### config.mk
export PLATFORM = sky130hd
export DESIGN_NAME = mbist_march_ctrl
export DESIGN_NICKNAME = d
export VERILOG_FILES = /design/src/rtl/mbist_march_ctrl.sv
export SDC_FILE = /design/constraint.sdc
export NUM_CORES = 1
export LEC_CHECK = 0
export ABC_AREA = 1
export BUFFER_PORTS_ARGS = -buffer_cell sky130_fd_sc_hd__buf_2
export CORE_UTILIZATION = 45
export DETAILED_ROUTE_END_ITERATION = 7
export MAX_ROUTING_LAYER = met4
export PLACE_DENSITY = 0.75
export SYNTH_ARGS = -nofsm -noshare
export SYNTH_HDL_FRONTEND = slang
export SYNTH_SLANG_ARGS = --single-unit
### constraint.sdc
create_clock -name clk -period 1.6 [get_ports clk]
set_input_delay 0.08 -clock clk [delete_from_list [all_inputs] [get_ports clk]]
set_output_delay 0.08 -clock clk [all_outputs]
set_load 0.01 [all_outputs]
### src/rtl/mbist_march_ctrl.sv
// March C- MBIST sequencer for one single-port memory instance.
// Every op is prep+exec; reads are checked two edges after exec.
module mbist_march_ctrl #(
  parameter int DATA_WIDTH = 8,
  parameter int ADDR_WIDTH = 4,
  parameter int CAPACITY   = 15,
  parameter int CNT_WIDTH  = 8
) (
  input  logic                  clk,
  input  logic                  rst,
  input  logic                  start,
  output logic                  mem_write_read,
  output logic [ADDR_WIDTH-1:0] mem_address,
  output logic [DATA_WIDTH-1:0] mem_wdata,
  input  logic [DATA_WIDTH-1:0] mem_rdata,
  output logic                  busy,
  output logic                  done,
  output logic                  fail,
  output logic [CNT_WIDTH-1:0]  fail_count,
  output logic [ADDR_WIDTH-1:0] fail_addr,
  output logic [2:0]            fail_element,
  output logic [DATA_WIDTH-1:0] fail_data
);

  localparam logic [2:0] S_IDLE  = 3'd0;
  localparam logic [2:0] S_PREP  = 3'd1;
  localparam logic [2:0] S_EXEC  = 3'd2;
  localparam logic [2:0] S_DRAIN = 3'd3;
  localparam logic [2:0] S_DONE  = 3'd4;

  localparam logic [ADDR_WIDTH-1:0] A_LAST = ADDR_WIDTH'(CAPACITY);
  localparam logic [ADDR_WIDTH-1:0] A_ONE  = ADDR_WIDTH'(1);
  localparam logic [2:0]            E_LAST = 3'd5;

  logic [2:0]            state_q, state_d;
  logic [2:0]            elem_q, elem_d;
  logic                  op_q, op_d;
  logic [ADDR_WIDTH-1:0] addr_q, addr_d;
  logic                  drain_q, drain_d;

  logic                  op_rd;
  logic                  op_val;
  logic                  single;
  logic                  down;
  logic                  next_down;
  logic                  last_op;
  logic                  last_addr;
  logic                  active;
  logic                  launch;
  logic                  miss;

  logic                  s1_v_q, s2_v_q;
  logic [DATA_WIDTH-1:0] s1_exp_q, s2_exp_q;
  logic [ADDR_WIDTH-1:0] s1_addr_q, s2_addr_q;
  logic [2:0]            s1_elem_q, s2_elem_q;

  logic                  fail_q;
  logic [CNT_WIDTH-1:0]  cnt_q;
  logic [ADDR_WIDTH-1:0] faddr_q;
  logic [2:0]            felem_q;
  logic [DATA_WIDTH-1:0] fdata_q;

  // op table: E0 w0 | E1 r0,w1 | E2 r1,w0 | E3 r0,w1 | E4 r1,w0 | E5 r0
  always_comb begin
    op_rd  = 1'b0;
    op_val = 1'b0;
    single = 1'b0;
    unique case (elem_q)
      3'd0: begin
        single = 1'b1;
      end
      3'd1, 3'd3: begin
        op_rd  = ~op_q;
        op_val = op_q;
      end
      3'd2, 3'd4: begin
        op_rd  = ~op_q;
        op_val = ~op_q;
      end
      3'd5: begin
        single = 1'b1;
        op_rd  = 1'b1;
      end
      default: begin
        single = 1'b1;
      end
    endcase
  end

  assign down      = (elem_q == 3'd3) || (elem_q == 3'd4);
  assign next_down = (elem_q == 3'd2) || (elem_q == 3'd3);
  assign last_op   = single | op_q;
  assign last_addr = down ? (addr_q == '0) : (addr_q == A_LAST);
  assign active    = (state_q == S_PREP) || (state_q == S_EXEC);
  assign launch    = start &&
                     ((state_q == S_IDLE) || (state_q == S_DONE));

  always_comb begin
    state_d = state_q;
    elem_d  = elem_q;
    op_d    = op_q;
    addr_d  = addr_q;
    drain_d = drain_q;
    unique case (state_q)
      S_IDLE, S_DONE: begin
        if (start) begin
          state_d = S_PREP;
          elem_d  = 3'd0;
          op_d    = 1'b0;
          addr_d  = '0;
        end
      end
      S_PREP: begin
        state_d = S_EXEC;
      end
      S_EXEC: begin
        state_d = S_PREP;
        if (!last_op) begin
          op_d = 1'b1;
        end else if (!last_addr) begin
          op_d   = 1'b0;
          addr_d = down ? addr_q - A_ONE : addr_q + A_ONE;
        end else if (elem_q == E_LAST) begin
          state_d = S_DRAIN;
          drain_d = 1'b0;
        end else begin
          elem_d = elem_q + 3'd1;
          op_d   = 1'b0;
          addr_d = next_down ? A_LAST : '0;
        end
      end
      S_DRAIN: begin
        drain_d = 1'b1;
        if (drain_q) state_d = S_DONE;
      end
      default: begin
        state_d = S_IDLE;
      end
    endcase
  end

  always_ff @(posedge clk) begin
    if (rst) begin
      state_q <= S_IDLE;
      elem_q  <= 3'd0;
      op_q    <= 1'b0;
      addr_q  <= '0;
      drain_q <= 1'b0;
    end else begin
      state_q <= state_d;
      elem_q  <= elem_d;
      op_q    <= op_d;
      addr_q  <= addr_d;
      drain_q <= drain_d;
    end
  end

  // stage 1 is loaded on the edge that ends a read exec cycle
  always_ff @(posedge clk) begin
    if (rst || launch) begin
      s1_v_q    <= 1'b0;
      s1_exp_q  <= '0;
      s1_addr_q <= '0;
      s1_elem_q <= 3'd0;
      s2_v_q    <= 1'b0;
      s2_exp_q  <= '0;
      s2_addr_q <= '0;
      s2_elem_q <= 3'd0;
    end else begin
      s1_v_q    <= (state_q == S_EXEC) && op_rd;
      s1_exp_q  <= {DATA_WIDTH{op_val}};
      s1_addr_q <= addr_q;
      s1_elem_q <= elem_q;
      s2_v_q    <= s1_v_q;
      s2_exp_q  <= s1_exp_q;
      s2_addr_q <= s1_addr_q;
      s2_elem_q <= s1_elem_q;
    end
  end

  assign miss = s2_v_q && (mem_rdata != s2_exp_q);

  always_ff @(posedge clk) begin
    if (rst || launch) begin
      fail_q  <= 1'b0;
      cnt_q   <= '0;
      faddr_q <= '0;
      felem_q <= 3'd0;
      fdata_q <= '0;
    end else if (miss) begin
      fail_q <= 1'b1;
      if (!(&cnt_q)) cnt_q <= cnt_q + CNT_WIDTH'(1);
      if (!fail_q) begin
        faddr_q <= s2_addr_q;
        felem_q <= s2_elem_q;
        fdata_q <= mem_rdata;
      end
    end
  end

  assign mem_write_read = (state_q == S_EXEC) && !op_rd;
  assign mem_address    = addr_q;
  assign mem_wdata      = active ? {DATA_WIDTH{op_val}} : '0;
  assign busy           = active || (state_q == S_DRAIN);
  assign done           = (state_q == S_DONE);
  assign fail           = fail_q;
  assign fail_count     = cnt_q;
  assign fail_addr      = faddr_q;
  assign fail_element   = felem_q;
  assign fail_data      = fdata_q;

endmodule
==> reports/metrics.csv <==
stage;metric;value;unit
run_status;status;finished, violations left;
run_status;failing checks;setup timing;
final_layout;fin cells;511;
power_and_ir_drop;Logic pwr share;31.6;%
worst_setup_path;Crit path required time;1.52;ns
yosys;Post-Syn Area per Cell;7.17;µm²
floorplanning;CORE AREA;0.00554;mm²
sta;worst-case clock skew;0.00537;ns
route;Total Routed Length;6.14;mm
global_route;first-pass GRT wire length;10.2;mm
sta;fin crit share;109;%
place;post-DP HPWL;4.04;mm
final_layout;number of inserted diodes;0;
floorplanning;Die Span Y;78.1;µm
floorplanning;Starting Density;47.0;%
sta;Hold Fails Final Rpt;0;
yosys;Cell variety after synth;30;
sta;Pins Over Slew Limit;0;
global_route;aggregate global-route resource usage;21.0;%
place;Placer Congestion;0.946;
flow_run;Max Cap Violations;0;
yosys;post-synthesis sequential area ratio;41.5;%
cts;clk sink count;54;
floorplanning;io pins;50;
floorplanning;chip width;78.1;µm
power_and_ir_drop;Final Power;3570;µW
global_route;largest net degree at the start of global routing;33;
sta;Setup WS post-layout;-0.142;ns
final_layout;post-route cell area;0.00349;mm²
worst_setup_path;Critical Path Start Type;flip-flop;
yosys;#FFs+latches synth;54;
worst_setup_path;Worst Path Max Fanout;8;
sta;# setup viols final;15;
power_and_ir_drop;PD cells;1020;mW/mm²
cts;CTS buffer count;5;
global_route;number of global-route vias before repair;2383;
sta;Final min period;1.74;ns
place;DP Cell Count;490;
cts;CTS root buf;clkbuf_8;
cts;Bufs on Longest Clock Path;2;
yosys;Synth Cell Area;0.00260;mm²
floorplanning;Die ar.;0.00609;mm²
power_and_ir_drop;Clk pwr share;26.6;%
power_and_ir_drop;total leakage power;0.00160;µW
floorplanning;Core Rows;27;
yosys;Yosys Warn Count;0;
worst_setup_path;critical path class;reg2out;
cts;clock transition at the registers of the reported paths;0.10;ns
cts;Skew-Pair Late Insertion Delay;0.31;ns
route;DRC;0;
route;Iteration-0 DRC Markers;126;
cts;CTS tree;built;
power_and_ir_drop;design internal power;2380;µW
yosys;Syn Nets;383;
sta;RSZ-0062 raised after global routing;yes;
place;DP Area;0.00302;mm²
route;vias after detailed routing;2506;
yosys;Mapped Cells;363;
route;drt first pass iters;4;
global_route;initial antenna violation count;0;
sta;Rel. slew slack;77.9;%
final_layout;Nets;458;
route;number of vias per cell;4.90;
place;port bufs;49;
route;Antenna Nets Post-Route;0;
sta;FMAX;0.574;GHz
cts;H-tree Lvls;2;
power_and_ir_drop;register share of total power;41.8;%
worst_hold_path;Hold WC Path Type;in2reg;
final_layout;synth-to-layout area growth;34.2;%
power_and_ir_drop;Net Sw Frac;33.2;%
route;DR WL/cell;12.0;µm
worst_setup_path;CP Data Arrival Time;1.66;ns
worst_setup_path;Critical Path End Type;output port;
power_and_ir_drop;Peak VDD IR;0.606;mV
final_layout;fillers;496;
power_and_ir_drop;NetSw;1180;µW
sta;Tightest Pin Transition;0.330;ns
global_route;GRT overflow;0;
final_layout;share of cells above drive strength 1;35.3;%
## sequential cells by signal, indices dropped and copies added, names as in the netlist
signal / cells
s2_elem_q: 3
fail_data: 8
s1_v_q: 1
s1_addr_q: 4
fail: 1
fail_addr: 4
s1_exp_q: 1
op_q: 1
drain_q: 1
state_q: 3
elem_q: 3
s2_exp_q: 1
fail_count: 8
mem_address: 4
fail_element: 3
s2_addr_q: 4
s2_v_q: 1
s1_elem_q: 3
## logic make-up (layout without fill, tap and decap cells)
kind of cell	count (synthesis)	count (layout)	synth area share (%)
compound gates	34	34	6.97
simple gates	198	198	34.6
buf+inv	62	138	10.3
fa+ha+maj	9	9	4.61
flops	54	54	41.5
xor+xnor	6	6	2.02
## final cells by class
cell class / count / area (µm²) / share of cell area, %
Inverter: 47 / 181 / 5.19
Tap cell: 72 / 90.1 / 2.58
Multi-Input combinational cell: 247 / 1500 / 42.8
Clock buffer: 5 / 68.8 / 1.97
Sequential cell: 54 / 1090 / 31.3
Timing Repair Buffer: 83 / 518 / 14.8
Clock inverter: 3 / 47.5 / 1.36
## routing by layer
layer | vias up | track usage, % | wire [µm]
met1 | 1129 | 24.9 | 2650
met4 | 0 | 5.37 | 70
met2 | 93 | 37.1 | 3080
met5 | - | - | 0
li1 | 1275 | - | -
met3 | 9 | 3.37 | 333
## cells in the mapped netlist
cell type	count	area, µm²
nand2_1	86	323
dfxtp_1	54	1080
nor2_1	49	184
inv_1	44	165
nand3_1	36	180
a21oi_1	31	155
ha_1	8	100
buf_4	7	52.6
nand2_2	6	37.5
clkbuf_1	4	15.0
nand2_4	4	45.0
xor2_1	4	35.0
inv_2	3	11.3
nand3_2	3	30.0
nand4_1	3	18.8
nor2_2	3	18.8
buf_2	2	10.0
nor3_2	2	20.0
or2_2	2	12.5
xnor2_1	2	17.5
a211oi_1	1	7.51
a21boi_0	1	7.51
a21boi_2	1	11.3
buf_1	1	3.75
buf_6	1	11.3
fa_1	1	20.0
nand3b_1	1	7.51
nor2_4	1	11.3
nor3_1	1	5.00
or2_0	1	6.26
## what timing repair did
| action | 4_1_cts | 5_1_grt |
|---|---|---|
| resized for setup | 47 | 17 |
| hold buffers | 1 | 0 |
| setup endpoints to repair | 17 | 22 |
| hold endpoints to repair | 1 | 0 |
| setup buffers | 8 | 4 |
| pin swaps | 25 | 13 |
## layout by cell type (no fill, tap or decap), drive strengths merged, types with 4 or more instances in the layout
cell type  netlist  final
nand3           39     39
nand2           96     96
dfxtp           54     54
nor2            53     53
a21oi           31     31
ha               8      8
buf             11     82
xor2             4      4
clkbuf           4      5
inv             47     49
## through the flow
step / hold slack [ns] / TNS (ns) / utilization, % / setup slack [ns]
finish: 0.0549 / -1.54 / 63.1 / -0.142
global route: 0.0571 / -3.29 / 63.1 / -0.283
CTS: 0.0481 / -1.20 / 61.2 / -0.119
detailed placement: 0.333 / -0.416 / 54.6 / -0.140
global placement: 0.321 / -0.0884 / 54.6 / -0.0527
floorplan: 0.149 / 0 / - / 0.000513
## final timing paths
path         slack (ns)                     from                     endpoint  cells past startpoint
max               -0.14   elem_q[0]$_SDFFE_PP0P_                 mem_wdata[3]                      9
min                0.05             mem_rdata[0]    fail_data[0]$_SDFFE_PP0P_                      3
max reg2reg       -0.08   elem_q[0]$_SDFFE_PP0P_  mem_address[1]$_SDFFE_PP0P_                     11
min reg2reg        0.41  s1_addr_q[2]$_SDFF_PP0_      s2_addr_q[2]$_SDFF_PP0_                      2
## power groups by stage
stage	clock, µW	sequential, µW	combinational (µW)
2_1_floorplan	0	1510	546
3_3_place_gp	0	1500	751
3_5_place_dp	0	1500	767
4_1_cts	963	1490	968
5_1_grt	1030	1500	1240
6_report	949	1490	1130
## critical path, stage by stage, from the launching register on
cell and delay [ns]:
dfxtp_4 0.38, inv_4 0.07, buf_6 0.10, ha_4 0.13
inv_2 0.04, nand2_2 0.05, nand3_2 0.09, a21boi_4 0.16
a21oi_4 0.17, buf_2 0.16
Power figures use the tool's default switching activity.
